===== src/rtl/flex_spi_master_if.sv =====
// Front-end bus of flex_spi_master: transfer request, per-word configuration and received word.
interface flex_spi_master_if #(
   parameter int unsigned DATA_W = 8,
   parameter int unsigned SEL_W  = 2,
   parameter int unsigned LEN_W  = 4,
   parameter int unsigned DIV_W  = 8
);
   logic              start_i;
   logic              cpol_i;
   logic              cpha_i;
   logic              lsb_first_i;
   logic              hold_ss_i;
   logic              ss_release_i;
   logic [SEL_W-1:0]  ss_sel_i;
   logic [DIV_W-1:0]  clk_div_i;
   logic [LEN_W-1:0]  xfer_len_i;
   logic [DATA_W-1:0] tx_data_i;
   logic              ready_o;
   logic              busy_o;
   logic [DATA_W-1:0] rx_data_o;
   logic              rx_valid_o;
   logic              done_o;

   modport master (
      output start_i, cpol_i, cpha_i, lsb_first_i, hold_ss_i, ss_release_i,
             ss_sel_i, clk_div_i, xfer_len_i, tx_data_i,
      input  ready_o, busy_o, rx_data_o, rx_valid_o, done_o
   );

   modport slave (
      input  start_i, cpol_i, cpha_i, lsb_first_i, hold_ss_i, ss_release_i,
             ss_sel_i, clk_div_i, xfer_len_i, tx_data_i,
      output ready_o, busy_o, rx_data_o, rx_valid_o, done_o
   );
endinterface


===== src/rtl/flex_spi_master.sv =====
// Parametrised SPI master: programmable SCK divider, CPOL/CPHA, bit order, word length
// and chip-select hold across back-to-back words.
module flex_spi_master #(
   parameter int unsigned DATA_W = 8,
   parameter int unsigned NUM_SS = 4,
   parameter int unsigned SEL_W  = 2,
   parameter int unsigned LEN_W  = 4,
   parameter int unsigned DIV_W  = 8
) (
   input  logic               clk,
   input  logic               rst,
   flex_spi_master_if.slave   bus,
   output logic [NUM_SS-1:0]  ss_n_o,
   output logic               sck_o,
   output logic               mosi_o,
   input  logic               miso_i
);
   localparam int unsigned CNT_W = DIV_W + 1;
   localparam int unsigned TOG_W = LEN_W + 1;
   localparam int unsigned IDX_W = (DATA_W > 1) ? $clog2(DATA_W) : 1;

   typedef enum logic [2:0] {S_IDLE, S_SETUP, S_XFER, S_TAIL, S_HOLD, S_GAP} state_e;

   state_e            state_q, state_d;
   logic [CNT_W-1:0]  cnt_q, cnt_d;
   logic [TOG_W-1:0]  tog_q, tog_d;
   logic [DIV_W-1:0]  div_q, div_d;
   logic [LEN_W-1:0]  len_q, len_d;
   logic [SEL_W-1:0]  sel_q, sel_d;
   logic [DATA_W-1:0] tx_q, tx_d, rxs_q, rxs_d, rx_q, rx_d;
   logic [NUM_SS-1:0] ss_n_q, ss_n_d;
   logic cpol_q, cpol_d, cpha_q, cpha_d, lsb_q, lsb_d, hold_q, hold_d;
   logic sck_q, sck_d, mosi_q, mosi_d, done_q, done_d, busy_q, busy_d, ready_q, ready_d;

   logic              accept_c, half_end_c, sample_c, first_bit_c;
   logic [LEN_W-1:0]  len_in_c, kb_c, kn_c;
   logic [TOG_W-1:0]  tog_last_c;

   // Bit position of the k-th serial bit within the right-justified word.
   function automatic logic [IDX_W-1:0] pos(input logic [LEN_W-1:0] k, input logic lsb,
                                            input logic [LEN_W-1:0] len);
      return lsb ? IDX_W'(k) : IDX_W'(len - k - LEN_W'(1));
   endfunction

   function automatic logic [NUM_SS-1:0] ss_decode(input logic [SEL_W-1:0] sel);
      logic [NUM_SS-1:0] v;
      v = '1;
      for (int unsigned i = 0; i < NUM_SS; i++) begin
         if (sel == SEL_W'(i)) v[i] = 1'b0;
      end
      return v;
   endfunction

   assign accept_c    = bus.start_i & ready_q;
   assign half_end_c  = (cnt_q == CNT_W'(div_q));
   assign len_in_c    = (bus.xfer_len_i == '0 || 32'(bus.xfer_len_i) > DATA_W)
                        ? LEN_W'(DATA_W) : bus.xfer_len_i;
   assign first_bit_c = bus.tx_data_i[pos('0, bus.lsb_first_i, len_in_c)];
   assign tog_last_c  = {len_q, 1'b0} - TOG_W'(1);
   assign kb_c        = tog_q[TOG_W-1:1];
   assign kn_c        = kb_c + LEN_W'(1);
   // Even toggle count means the upcoming SCK edge is a leading edge.
   assign sample_c    = cpha_q ? tog_q[0] : ~tog_q[0];

   always_ff @(posedge clk) begin
      if (rst) begin
         state_q <= S_IDLE;  cnt_q  <= '0;  tog_q  <= '0;  div_q <= '0;
         len_q   <= '0;      sel_q  <= '0;  tx_q   <= '0;  rxs_q <= '0;
         rx_q    <= '0;      ss_n_q <= '1;  cpol_q <= 1'b0; cpha_q <= 1'b0;
         lsb_q   <= 1'b0;    hold_q <= 1'b0; sck_q <= 1'b0; mosi_q <= 1'b0;
         done_q  <= 1'b0;    busy_q <= 1'b0; ready_q <= 1'b0;
      end else begin
         state_q <= state_d; cnt_q  <= cnt_d;  tog_q  <= tog_d;  div_q <= div_d;
         len_q   <= len_d;   sel_q  <= sel_d;  tx_q   <= tx_d;   rxs_q <= rxs_d;
         rx_q    <= rx_d;    ss_n_q <= ss_n_d; cpol_q <= cpol_d; cpha_q <= cpha_d;
         lsb_q   <= lsb_d;   hold_q <= hold_d; sck_q  <= sck_d;  mosi_q <= mosi_d;
         done_q  <= done_d;  busy_q <= busy_d; ready_q <= ready_d;
      end
   end

   always_comb begin
      state_d = state_q; cnt_d = cnt_q + CNT_W'(1); tog_d = tog_q; div_d = div_q;
      len_d = len_q; sel_d = sel_q; tx_d = tx_q; rxs_d = rxs_q; rx_d = rx_q;
      ss_n_d = ss_n_q; cpol_d = cpol_q; cpha_d = cpha_q; lsb_d = lsb_q; hold_d = hold_q;
      sck_d = sck_q; mosi_d = mosi_q; done_d = 1'b0;

      // Per-word fields reload on every accepted start, from IDLE or HOLD.
      if (accept_c) begin
         tx_d   = bus.tx_data_i;
         len_d  = len_in_c;
         lsb_d  = bus.lsb_first_i;
         hold_d = bus.hold_ss_i;
         rxs_d  = '0;
         tog_d  = '0;
      end

      case (state_q)
         S_IDLE: begin
            cnt_d  = '0;
            sck_d  = cpol_q;
            mosi_d = 1'b0;
            if (accept_c) begin
               cpol_d  = bus.cpol_i;
               cpha_d  = bus.cpha_i;
               sel_d   = bus.ss_sel_i;
               div_d   = bus.clk_div_i;
               sck_d   = bus.cpol_i;
               ss_n_d  = ss_decode(bus.ss_sel_i);
               mosi_d  = bus.cpha_i ? 1'b0 : first_bit_c;
               state_d = S_SETUP;
            end
         end
         S_SETUP: begin
            if (half_end_c) begin
               cnt_d   = '0;
               state_d = S_XFER;
            end
         end
         S_XFER: begin
            if (half_end_c) begin
               cnt_d = '0;
               sck_d = ~sck_q;
               tog_d = tog_q + TOG_W'(1);
               if (sample_c) begin
                  rxs_d[pos(kb_c, lsb_q, len_q)] = miso_i;
               end else if (cpha_q) begin
                  mosi_d = tx_q[pos(kb_c, lsb_q, len_q)];
               end else if (kn_c < len_q) begin
                  mosi_d = tx_q[pos(kn_c, lsb_q, len_q)];
               end
               if (tog_q == tog_last_c) state_d = S_TAIL;
            end
         end
         S_TAIL: begin
            if (half_end_c) begin
               cnt_d  = '0;
               done_d = 1'b1;
               rx_d   = rxs_q;
               mosi_d = 1'b0;
               if (hold_q) begin
                  state_d = S_HOLD;
               end else begin
                  ss_n_d  = '1;
                  state_d = S_GAP;
               end
            end
         end
         S_HOLD: begin
            cnt_d  = '0;
            mosi_d = 1'b0;
            if (accept_c) begin
               mosi_d  = cpha_q ? 1'b0 : first_bit_c;
               state_d = S_XFER;
            end else if (bus.ss_release_i) begin
               ss_n_d  = '1;
               state_d = S_GAP;
            end
         end
         S_GAP: begin
            if (half_end_c) begin
               cnt_d   = '0;
               state_d = S_IDLE;
            end
         end
         default: state_d = S_IDLE;
      endcase

      ready_d = (state_d == S_IDLE) || (state_d == S_HOLD);
      busy_d  = (state_d != S_IDLE);
   end

   assign bus.ready_o    = ready_q;
   assign bus.busy_o     = busy_q;
   assign bus.rx_data_o  = rx_q;
   assign bus.rx_valid_o = done_q;
   assign bus.done_o     = done_q;
   assign ss_n_o         = ss_n_q;
   assign sck_o          = sck_q;
   assign mosi_o         = mosi_q;
endmodule


===== src/flat_wrapper.sv =====
// flat-port wrapper written by rule: the top's interface ports become plain ports
module flex_spi_master_flat 
#(
   parameter int unsigned DATA_W = 8,
   parameter int unsigned NUM_SS = 4,
   parameter int unsigned SEL_W  = 2,
   parameter int unsigned LEN_W  = 4,
   parameter int unsigned DIV_W  = 8
)
  (clk, rst, ss_n_o, sck_o, mosi_o, miso_i, bus_start_i, bus_cpol_i, bus_cpha_i, bus_lsb_first_i, bus_hold_ss_i, bus_ss_release_i, bus_ss_sel_i, bus_clk_div_i, bus_xfer_len_i, bus_tx_data_i, bus_ready_o, bus_busy_o, bus_rx_data_o, bus_rx_valid_o, bus_done_o);
  flex_spi_master_if #(.DATA_W(DATA_W), .SEL_W(SEL_W), .LEN_W(LEN_W), .DIV_W(DIV_W)) bus_i ();
  input  logic clk;
  input  logic rst;
  output logic [NUM_SS-1:0] ss_n_o;
  output logic sck_o;
  output logic mosi_o;
  input  logic miso_i;
  input wire logic [$bits(bus_i.start_i)-1:0] bus_start_i;
  input wire logic [$bits(bus_i.cpol_i)-1:0] bus_cpol_i;
  input wire logic [$bits(bus_i.cpha_i)-1:0] bus_cpha_i;
  input wire logic [$bits(bus_i.lsb_first_i)-1:0] bus_lsb_first_i;
  input wire logic [$bits(bus_i.hold_ss_i)-1:0] bus_hold_ss_i;
  input wire logic [$bits(bus_i.ss_release_i)-1:0] bus_ss_release_i;
  input wire logic [$bits(bus_i.ss_sel_i)-1:0] bus_ss_sel_i;
  input wire logic [$bits(bus_i.clk_div_i)-1:0] bus_clk_div_i;
  input wire logic [$bits(bus_i.xfer_len_i)-1:0] bus_xfer_len_i;
  input wire logic [$bits(bus_i.tx_data_i)-1:0] bus_tx_data_i;
  output wire logic [$bits(bus_i.ready_o)-1:0] bus_ready_o;
  output wire logic [$bits(bus_i.busy_o)-1:0] bus_busy_o;
  output wire logic [$bits(bus_i.rx_data_o)-1:0] bus_rx_data_o;
  output wire logic [$bits(bus_i.rx_valid_o)-1:0] bus_rx_valid_o;
  output wire logic [$bits(bus_i.done_o)-1:0] bus_done_o;
  assign bus_i.start_i = bus_start_i;
  assign bus_i.cpol_i = bus_cpol_i;
  assign bus_i.cpha_i = bus_cpha_i;
  assign bus_i.lsb_first_i = bus_lsb_first_i;
  assign bus_i.hold_ss_i = bus_hold_ss_i;
  assign bus_i.ss_release_i = bus_ss_release_i;
  assign bus_i.ss_sel_i = bus_ss_sel_i;
  assign bus_i.clk_div_i = bus_clk_div_i;
  assign bus_i.xfer_len_i = bus_xfer_len_i;
  assign bus_i.tx_data_i = bus_tx_data_i;
  assign bus_ready_o = bus_i.ready_o;
  assign bus_busy_o = bus_i.busy_o;
  assign bus_rx_data_o = bus_i.rx_data_o;
  assign bus_rx_valid_o = bus_i.rx_valid_o;
  assign bus_done_o = bus_i.done_o;
  flex_spi_master #(.DATA_W(DATA_W), .NUM_SS(NUM_SS), .SEL_W(SEL_W), .LEN_W(LEN_W), .DIV_W(DIV_W)) u_core (.clk(clk), .rst(rst), .bus(bus_i), .ss_n_o(ss_n_o), .sck_o(sck_o), .mosi_o(mosi_o), .miso_i(miso_i));
endmodule

===== config.mk =====
export PLATFORM = sky130hd
export DESIGN_NAME = flex_spi_master_flat
export DESIGN_NICKNAME = d
export VERILOG_FILES = /design/src/rtl/flex_spi_master_if.sv /design/src/rtl/flex_spi_master.sv /design/src/flat_wrapper.sv
export SDC_FILE = /design/constraint.sdc
export NUM_CORES = 1
export LEC_CHECK = 0
export ABC_AREA = 1
export BUFFER_PORTS_ARGS = -buffer_cell sky130_fd_sc_hd__buf_2
export CAP_MARGIN = 20
export CORE_MARGIN = 3
export CORE_UTILIZATION = 40
export DETAILED_ROUTE_END_ITERATION = 12
export SLEW_MARGIN = 5
export SYNTH_ARGS = -nofsm -noshare
export SYNTH_HDL_FRONTEND = slang
export SYNTH_SLANG_ARGS = --single-unit

===== constraint.sdc =====
create_clock -name clk -period 3.05 [get_ports clk]
set_clock_uncertainty 0.1 [all_clocks]
set_input_delay 0.7625 -clock clk [delete_from_list [all_inputs] [get_ports clk]]
set_output_delay 0.7625 -clock clk [all_outputs]
set_load 0.01 [all_outputs]

==> results.yml, run 1 <==
clocking:
  cts_resized: 0
  path_clk_slew_ns: 0.08
  clockBufferDepth: 2
  worstSkewPairLatency_ns: 0.34
  cts_tree: "done"
  hold_buffers: 0
  cts_buffers: 9
  cts_root_buf: "clkbuf_8"
  clock-sinks: 66
  htreeDepth: 3
  post_cts_buffers: 0
global_route:
  grt_overflow: 0
  gr-max-usage-layer: "met2"
  antenna_found_initial: 0
  use_met1: 0.2209
  grt_use_total: 0.1792
  grt_pass1_wl_mm: 16.13
  use_met3: 0.03483
  grt_pass1_vias: 3566
  met2_usage: 0.3168
  grt_max_degree: 28
worst_setup_path:
  setup.worst_path.start: "u_core.tog_q[1]"
  cp.buffers_inverters: 3
  crit_path_max_fanout: 8
  slowest_delay_ns: 0.47
  path_class: "reg2reg"
  r2r_cells: 10
  worstPathArrival_ns: 2.62
  cp.required_ns: 3.18
  r2r_slack_ns: 0.57
  crit_family: "adder cells"
  worstPathCellList: "inv_1 > ha_1 > inv_1 > fa_1 > o21ai_1 > inv_1 > nor2_1 > nand3_1 > o21ai_0 > a21oi_1"
  cpMaxStageDelayCell: "dfxtp_1"
  rr_endpoint: "u_core.rxs_q[6]"
  r2r-start: "u_core.tog_q[1]"
  endpoint_kind: "flop"
  cpMostUsedCell: "inv_1"
  start_kind: "flop"
synth:
  synth_top_family_by_area: "simple AND/OR/NAND/NOR gates"
  syn_nets: 611
  synth-seq-area-share: 0.3469
  netlist-cell-type-count: 37
  yosysTopAreaCell: "dfxtp_1"
  ys_top_cells_by_count: "129 x nand2_1, 77 x inv_1, 66 x dfxtp_1, 56 x nor2_1, 53 x o21ai_0"
  synth.area.mux_share: 0
  avgSynthCellArea_sq_um: 6.717
  syn_area_sq_mm: 0.003809
  syn-instance-count: 567
  synthSimpleGateAreaFrac: 0.3085
  synthFlopType: "dfxtp_1"
  synth_most_common_cell: "nand2_1"
  synth.top_cell.area_share: 0.3469
  async_flop_share: 0
  synth_fa_ha_area_frac: 0.04665
  synth_area_leaders: "dfxtp_1 35%, nand2_1 13%, inv_1 7.6%"
  synth_compound_area_frac: 0.1551
  yosysWarnings: 0
  synth_edf_count: 0
  synth_seq_cells: 66
  yosys.area_share.xor_xnor: 0.03449
floorplanning:
  initial_core_util: 0.4243
  core_sq_mm: 0.008976
  pin_count: 49
  die_y_microns: 103.6
  die_w_microns: 103.6
  die-area_sq_mm: 0.01073
  rows: 34
layout:
  fin_nets: 657
  finish.utilization: 0.4840
  nFillCells: 934
  syn_to_final_growth_pct: 14.06
  diodes: 0
  drive_above_1_share: 0.1505
routing:
  ant_nets: 0
  drc: 0
  initialDrtViolationCount: 180
  post_drt_wl_per_cell_microns: 12.72
  wirelength_mm: 9.463
  num_vias: 3609
  via_per_inst: 4.851
  first_pass_iters: 4
pwr:
  cellPowerDensity_mw_per_mm2: 605.7
  ir_worst_vdd_mv: 0.3112
  total_power_uw: 2631
  cellLeakagePower_uw: 0.002011
run:
  maxCapViolCount: 0
sta:
  max-slew-margin-rel: 0.7145
  fmaxAchievable_mhz: 402.7
  finalCriticalPeriod_ns: 2.483
  rsz0062_at_grt: "no"
  fin_hold_ws_ns: 0.3564
  finalHoldViolCount: 0
  fin_setup_tns_ns: 0
  worst_slack_ns: 0.5668
  drv_slew: 0
  setup_viol: 0
  tightest_slew_ns: 0.4277
  fin_crit_sh: 0.8142
worst_hold_path:
  hold_depth: 2
  min_to: "u_core.cpol_q"
  min_from: "u_core.cpol_q"
  hp-class: "reg2reg"
place:
  preCtsSetupSlack_ns: 0.5959
  portBuffers: 48
  gp_congestion: 0.8581
  dpl.hpwl_mm: 7.157
status:
  status: "completed"
[flip-flops by register name (all words and copies together), names as in the netlist, 4 cells and up]
name / flops
u_core.rxs_q: 8
u_core.bus.rx_data_o: 8
u_core.tx_q: 8
u_core.len_q: 4
u_core.tog_q: 5
u_core.div_q: 8
u_core.cnt_q: 9
u_core.ss_n_o: 4
[final cells by class]
class / count / area [sq um] / area share
clock inverter: 5 / 78.83 / 0.01815
tap: 126 / 157.7 / 0.03629
sequential: 66 / 1321 / 0.3041
multi-input combinational: 402 / 2074 / 0.4775
clock buffer: 11 / 131.4 / 0.03024
timing repair buffer: 52 / 270.3 / 0.06221
inverter: 82 / 310.3 / 0.07143
[how the worst max path moves through the flow]
| stage | slack [ns] | to | cells after the start |
|---|---|---|---|
| global route | 0.31 | u_core.mosi_o | 13 |
| CTS | 0.56 | u_core.rxs_q[6] | 10 |
| global placement | 0.66 | u_core.rxs_q[6] | 10 |
| finish | 0.57 | u_core.rxs_q[6] | 10 |
| floorplan | 0.88 | u_core.rxs_q[6] | 10 |
| detailed placement | 0.60 | u_core.rxs_q[6] | 10 |
[routing by layer]
metal  share of wire  routed length, microns  vias up
met5               0                       0        -
met4           0.014                     128        0
met3           0.032                     305       12
met2            0.49                    4643       59
met1            0.46                    4386     1638
li1                -                       -     1900
[worst min-delay path, cell delays in order (launching register included)]
cell and delay, ns:
dfxtp_1 0.30, inv_1 0.05, a211oi_1 0.06
[power breakdown]
group	internal (uW)	switching (uW)	leakage, uW
clock network	460	344	0.000107
logic	273	533	0.00137
registers	959	62.1	0.000537
total	1690	939	0.00201
[metrics by stage]
step	instances	cell area, sq um
2_1_floorplan	567	3809
3_3_place_gp	728	4134
3_5_place_dp	728	4134
4_1_cts	744	4344
5_1_grt	744	4344
6_report	744	4344
[cell families after synthesis]
group | after synthesis
compound gates | 113
buf+inv | 99
fa+ha+maj | 13
xor+xnor | 15
flops | 66
simple gates | 261
[cell usage in the layout, fill, tap and decap left out, types with 6 or more instances in the layout]
master | netlist | layout
o21ai_1 | 7 | 7
nor2_1 | 56 | 56
ha_1 | 11 | 11
xnor2_1 | 6 | 6
inv_1 | 77 | 77
nand2_2 | 8 | 8
buf_2 | 4 | 48
xor2_1 | 9 | 9
nand3_1 | 38 | 38
dfxtp_1 | 66 | 66
nand3b_1 | 7 | 7
a21oi_1 | 44 | 44
nand2_1 | 129 | 129
o21ai_0 | 53 | 53
nor3_1 | 8 | 8
clkbuf_8 | 0 | 9
No activity file was read; power rests on OpenSTA's default activity.
==> run 2, diff against run 1 <==
clock period = 2.1 ns   (was 3.05 ns; I/O delays follow)
==> results.yml, run 2 (synthesized netlist as in run 1, its figures left out) <==
sta:
  fmaxAchievable_mhz: 479.3
  tightest_slew_ns: 0.4227
  finalCriticalPeriod_ns: 2.086
  worst_slack_ns: 0.01353
  finalHoldViolCount: 0
  rsz0062_at_grt: "yes"
  max-slew-margin-rel: 0.7179
  fin_crit_sh: 0.9936
  setup_viol: 0
  drv_slew: 0
  fin_hold_ws_ns: 0.2924
worst_setup_path:
  r2r_cells: 13
  cp.buffers_inverters: 3
  rr_endpoint: "u_core.rxs_q[3]"
  worstPathArrival_ns: 2.23
  cp_num_cells: 13
  crit_family: "simple AND/OR/NAND/NOR gates"
  critPathCapture: "u_core.rxs_q[3]"
  r2r-start: "u_core.tog_q[1]"
  r2r_slack_ns: 0.01
  path_class: "reg2reg"
  crit_path_max_fanout: 4
  endpoint_kind: "flop"
  cpMaxStageDelayCell: "fa_2"
  worstPathCellList: "inv_4 > ha_4 > inv_2 > fa_2 > nand2_2 > nand3_2 > nand2_1 > nand2_2 > buf_4 > nor2_2 > nand3_2 > a21oi_2 > nor3_2"
  cp.required_ns: 2.25
  slowest_delay_ns: 0.39
  setup.worst_path.start: "u_core.tog_q[1]"
  start_kind: "flop"
layout:
  fin_cells: 768
  regMostFlops: "u_core.cnt_q"
  largest_reg_flops: 9
  drive_above_1_share: 0.2399
  layout_commonest_cell: "nand2_1"
  syn_to_final_growth_pct: 22.44
  diodes: 0
  layout_common_cells: "125 x nand2_1, 71 x inv_1, 63 x dfxtp_1"
  fin_nets: 681
global_route:
  grt_pass1_vias: 3495
  antenna_found_initial: 0
  grt_pass1_wl_mm: 16.24
  grt_max_degree: 40
  grt_use_total: 0.1825
  grt_overflow: 0
floorplanning:
  core_sq_mm: 0.008976
  pin_count: 49
  die_w_microns: 103.6
  rows: 34
  die-area_sq_mm: 0.01073
  initial_core_util: 0.4243
  die_y_microns: 103.6
routing:
  ant_nets: 0
  first_pass_iters: 5
  via_per_inst: 4.839
  initialDrtViolationCount: 198
  num_vias: 3716
  post_drt_wl_per_cell_microns: 12.70
  drc: 0
  wirelength_mm: 9.752
pwr:
  ir_worst_vdd_mv: 0.5227
  cellPowerDensity_mw_per_mm2: 862.2
  cellLeakagePower_uw: 0.002133
run:
  maxCapViolCount: 0
clocking:
  clock-sinks: 66
  cts_tree: "done"
  path_clk_slew_ns: 0.08
  cts_root_buf: "clkbuf_8"
  cts_buffers: 9
  worstSkewPairLatency_ns: 0.36
  clockBufferDepth: 2
  htreeDepth: 3
place:
  preCtsSetupSlack_ns: -0.07333
  placed_cells: 748
  portBuffers: 48
  dpl.hpwl_mm: 7.190
  gp_congestion: 0.8658
worst_hold_path:
  min_from: "bus_clk_div_i[5]"
  hold_depth: 3
  hp-class: "in2reg"
status:
  status: "completed"
[run 2: cell count changes in the layout (fill, tap and decap cells not counted), moves of 5 or more]
cell     previous run  this run
buf_4               4        28
inv_1              77        71
o21ai_0            53        47
nor2_1             56        51
nor2_2              2         7
[run 2: power by group]
| group | total, uW | switching (uW) | leakage, uW | internal [uW] |
|---|---|---|---|---|
| sequential | 1480 | 86.1 | 0.000539 | 1390 |
| clock | 1250 | 576 | 0.000106 | 679 |
| combinational | 1290 | 821 | 0.00149 | 468 |
| total | 4020 | 1480 | 0.00213 | 2540 |
[run 2: cell type report]
| cell class | count | area (sq um) |
|---|---|---|
| Inverter | 82 | 315.3 |
| Timing Repair Buffer | 76 | 450.4 |
| Fill cell | 903 | 4313 |
| Clock inverter | 7 | 101.3 |
| Sequential cell | 66 | 1328 |
| Multi-Input combinational cell | 402 | 2187 |
| Clock buffer | 9 | 123.9 |
| Tap cell | 126 | 157.7 |
[run 2: through the flow]
step	total power, uW	instance area, sq um	utilization	TNS [ns]
3_5_place_dp	2732	4288	0.4777	-0.2537
3_3_place_gp	2717	4288	0.4777	-0.01970
6_report	4021	4663	0.5195	0
2_1_floorplan	2381	3812	-	0
5_1_grt	4281	4663	0.5195	-0.6468
4_1_cts	3999	4552	0.5071	0
[run 2: timing repair]
action,CTS,global route
gates resized for setup,10,35
setup endpoints to repair,9,9
hold buffers,0,0
pin swaps,8,14
setup buffers,4,1
[run 2: worst min path at each step]
stage | slack (ns) | end
6_report | 0.29 | u_core.div_q[5]
5_1_grt | 0.32 | u_core.div_q[4]
4_1_cts | 0.28 | u_core.div_q[5]
3_5_place_dp | 0.35 | u_core.ss_n_o[0]
3_3_place_gp | 0.35 | u_core.cpol_q
2_1_floorplan | 0.33 | u_core.bus.rx_data_o[4]
[run 2: tightest hold or removal path: stages]
cell and delay, ns:
buf_2 0.07, nor2_1 0.03, nor2_1 0.08
[run 2: per-layer routing]
| metal | vias to the layer above | part of all wire | track usage | wire length [microns] |
|---|---|---|---|---|
| met4 | 0 | 0.019 | 0.07217 | 182 |
| met1 | 1689 | 0.47 | 0.2290 | 4560 |
| li1 | 1957 | - | - | - |
| met5 | - | 0 | 0 | 0 |
| met2 | 55 | 0.48 | 0.3117 | 4708 |
| met3 | 15 | 0.031 | 0.03172 | 300 |
==> run 3, diff against run 2 <==
RECOVER_POWER = 100   (was default)
==> results.yml, run 3 (synthesized netlist as in run 1, its figures left out) <==
worst_hold_path:
  hp-class: "in2reg"
  hold_depth: 3
place:
  portBuffers: 48
  preCtsSetupSlack_ns: -0.07333
  gp_congestion: 0.8658
  dpl.hpwl_mm: 7.190
sta:
  drv_slew: 0
  setup_viol: 0
  max-slew-margin-rel: 0.6289
  tightest_slew_ns: 0.5566
  fin_setup_tns_ns: 0
  rsz0062_at_grt: "yes"
  fin_hold_ws_ns: 0.2925
  finalCriticalPeriod_ns: 2.087
  fmaxAchievable_mhz: 479.3
  finalHoldViolCount: 0
  worst_slack_ns: 0.01350
  fin_crit_sh: 0.9936
clocking:
  worstSkewPairLatency_ns: 0.36
  hold_buffers: 0
  path_clk_slew_ns: 0.08
  cts_tree: "done"
  htreeDepth: 3
  clockBufferDepth: 2
  cts_buffers: 9
  clock-sinks: 66
  cts_root_buf: "clkbuf_8"
run:
  maxCapViolCount: 0
global_route:
  grt_use_total: 0.1825
  grt_pass1_vias: 3495
  grt_overflow: 0
  grt_max_degree: 40
  antenna_found_initial: 0
  grt_pass1_wl_mm: 16.24
routing:
  ant_nets: 0
  post_drt_wl_per_cell_microns: 12.68
  first_pass_iters: 5
  via_per_inst: 4.842
  num_vias: 3719
  drc: 0
  wirelength_mm: 9.738
  initialDrtViolationCount: 198
pwr:
  cellLeakagePower_uw: 0.002133
  cellPowerDensity_mw_per_mm2: 862.0
  ir_worst_vdd_mv: 0.5215
  total_power_uw: 4018
worst_setup_path:
  cp.required_ns: 2.25
  crit_path_max_fanout: 4
  path_class: "reg2reg"
  r2r_cells: 13
  start_kind: "flop"
  endpoint_kind: "flop"
  worstPathArrival_ns: 2.23
layout:
  finish.utilization: 0.5192
  largest_reg_flops: 9
  fin_nets: 681
  layout_commonest_cell: "nand2_1"
  diodes: 0
  syn_to_final_growth_pct: 22.37
  regMostFlops: "u_core.cnt_q"
  drive_above_1_share: 0.2399
  nFillCells: 904
  layout_common_cells: "125 x nand2_1, 71 x inv_1, 63 x dfxtp_1"
floorplanning:
  die_y_microns: 103.6
  die_w_microns: 103.6
  initial_core_util: 0.4243
  pin_count: 49
  rows: 34
  core_sq_mm: 0.008976
  die-area_sq_mm: 0.01073
status:
  status: "completed"
[run 3: cell count changes in the layout (fill, tap and decap cells not counted), sizes merged]
cell    delta
buf        -1
clkbuf     +1
[run 3: per-stage QoR]
stage	instance area, sq um	instances
after floorplan	3812	567
after global placement	4288	748
after detailed placement	4288	748
after CTS	4552	767
after global routing	4661	768
final	4661	768
[run 3: worst paths after layout]
check	slack (ns)	from	end
setup / recovery	0.01	u_core.tog_q[1]	u_core.rxs_q[3]
setup reg to reg	0.01	u_core.tog_q[1]	u_core.rxs_q[3]
hold reg to reg	0.36	u_core.cpol_q	u_core.cpol_q
hold / removal	0.29	bus_clk_div_i[5]	u_core.div_q[5]
[run 3: metal layers]
layer  wire [microns]  GRT usage
met3              336    0.03172
met4              182    0.07217
met5                0          0
met1             4525     0.2290
met2             4693     0.3117
[run 3: final cells by class]
class | instances | area, sq um | area share
sequential | 66 | 1328 | 0.2848
clock buffer | 9 | 123.9 | 0.02658
tap | 126 | 157.7 | 0.03383
multi-input combinational | 402 | 2187 | 0.4693
clock inverter | 7 | 101.3 | 0.02174
inverter | 82 | 315.3 | 0.06765
timing repair buffer | 76 | 447.9 | 0.09611
[run 3: report_power, final]
group	switching, uW	internal [uW]	leakage, uW
Sequential	86.2	1390	0.000539
Clock	576	679	0.000106
Combinational	820	465	0.00149
Total	1480	2530	0.00213
[run 3: what timing repair did]
item / CTS / global route
resized for setup: 10 / 35
buffers inserted: 4 / 1
pin swaps: 8 / 14
setup endpoints to repair: 9 / 9
[run 3: critical path, stage by stage, from the launching register on]
cell	delay, ns
dfxtp_4	0.37
inv_4	0.06
ha_4	0.11
inv_2	0.03
fa_2	0.39
nand2_2	0.09
nand3_2	0.07
nand2_1	0.07
nand2_2	0.08
buf_4	0.15
nor2_2	0.12
nand3_2	0.11
a21oi_2	0.16
nor3_2	0.04
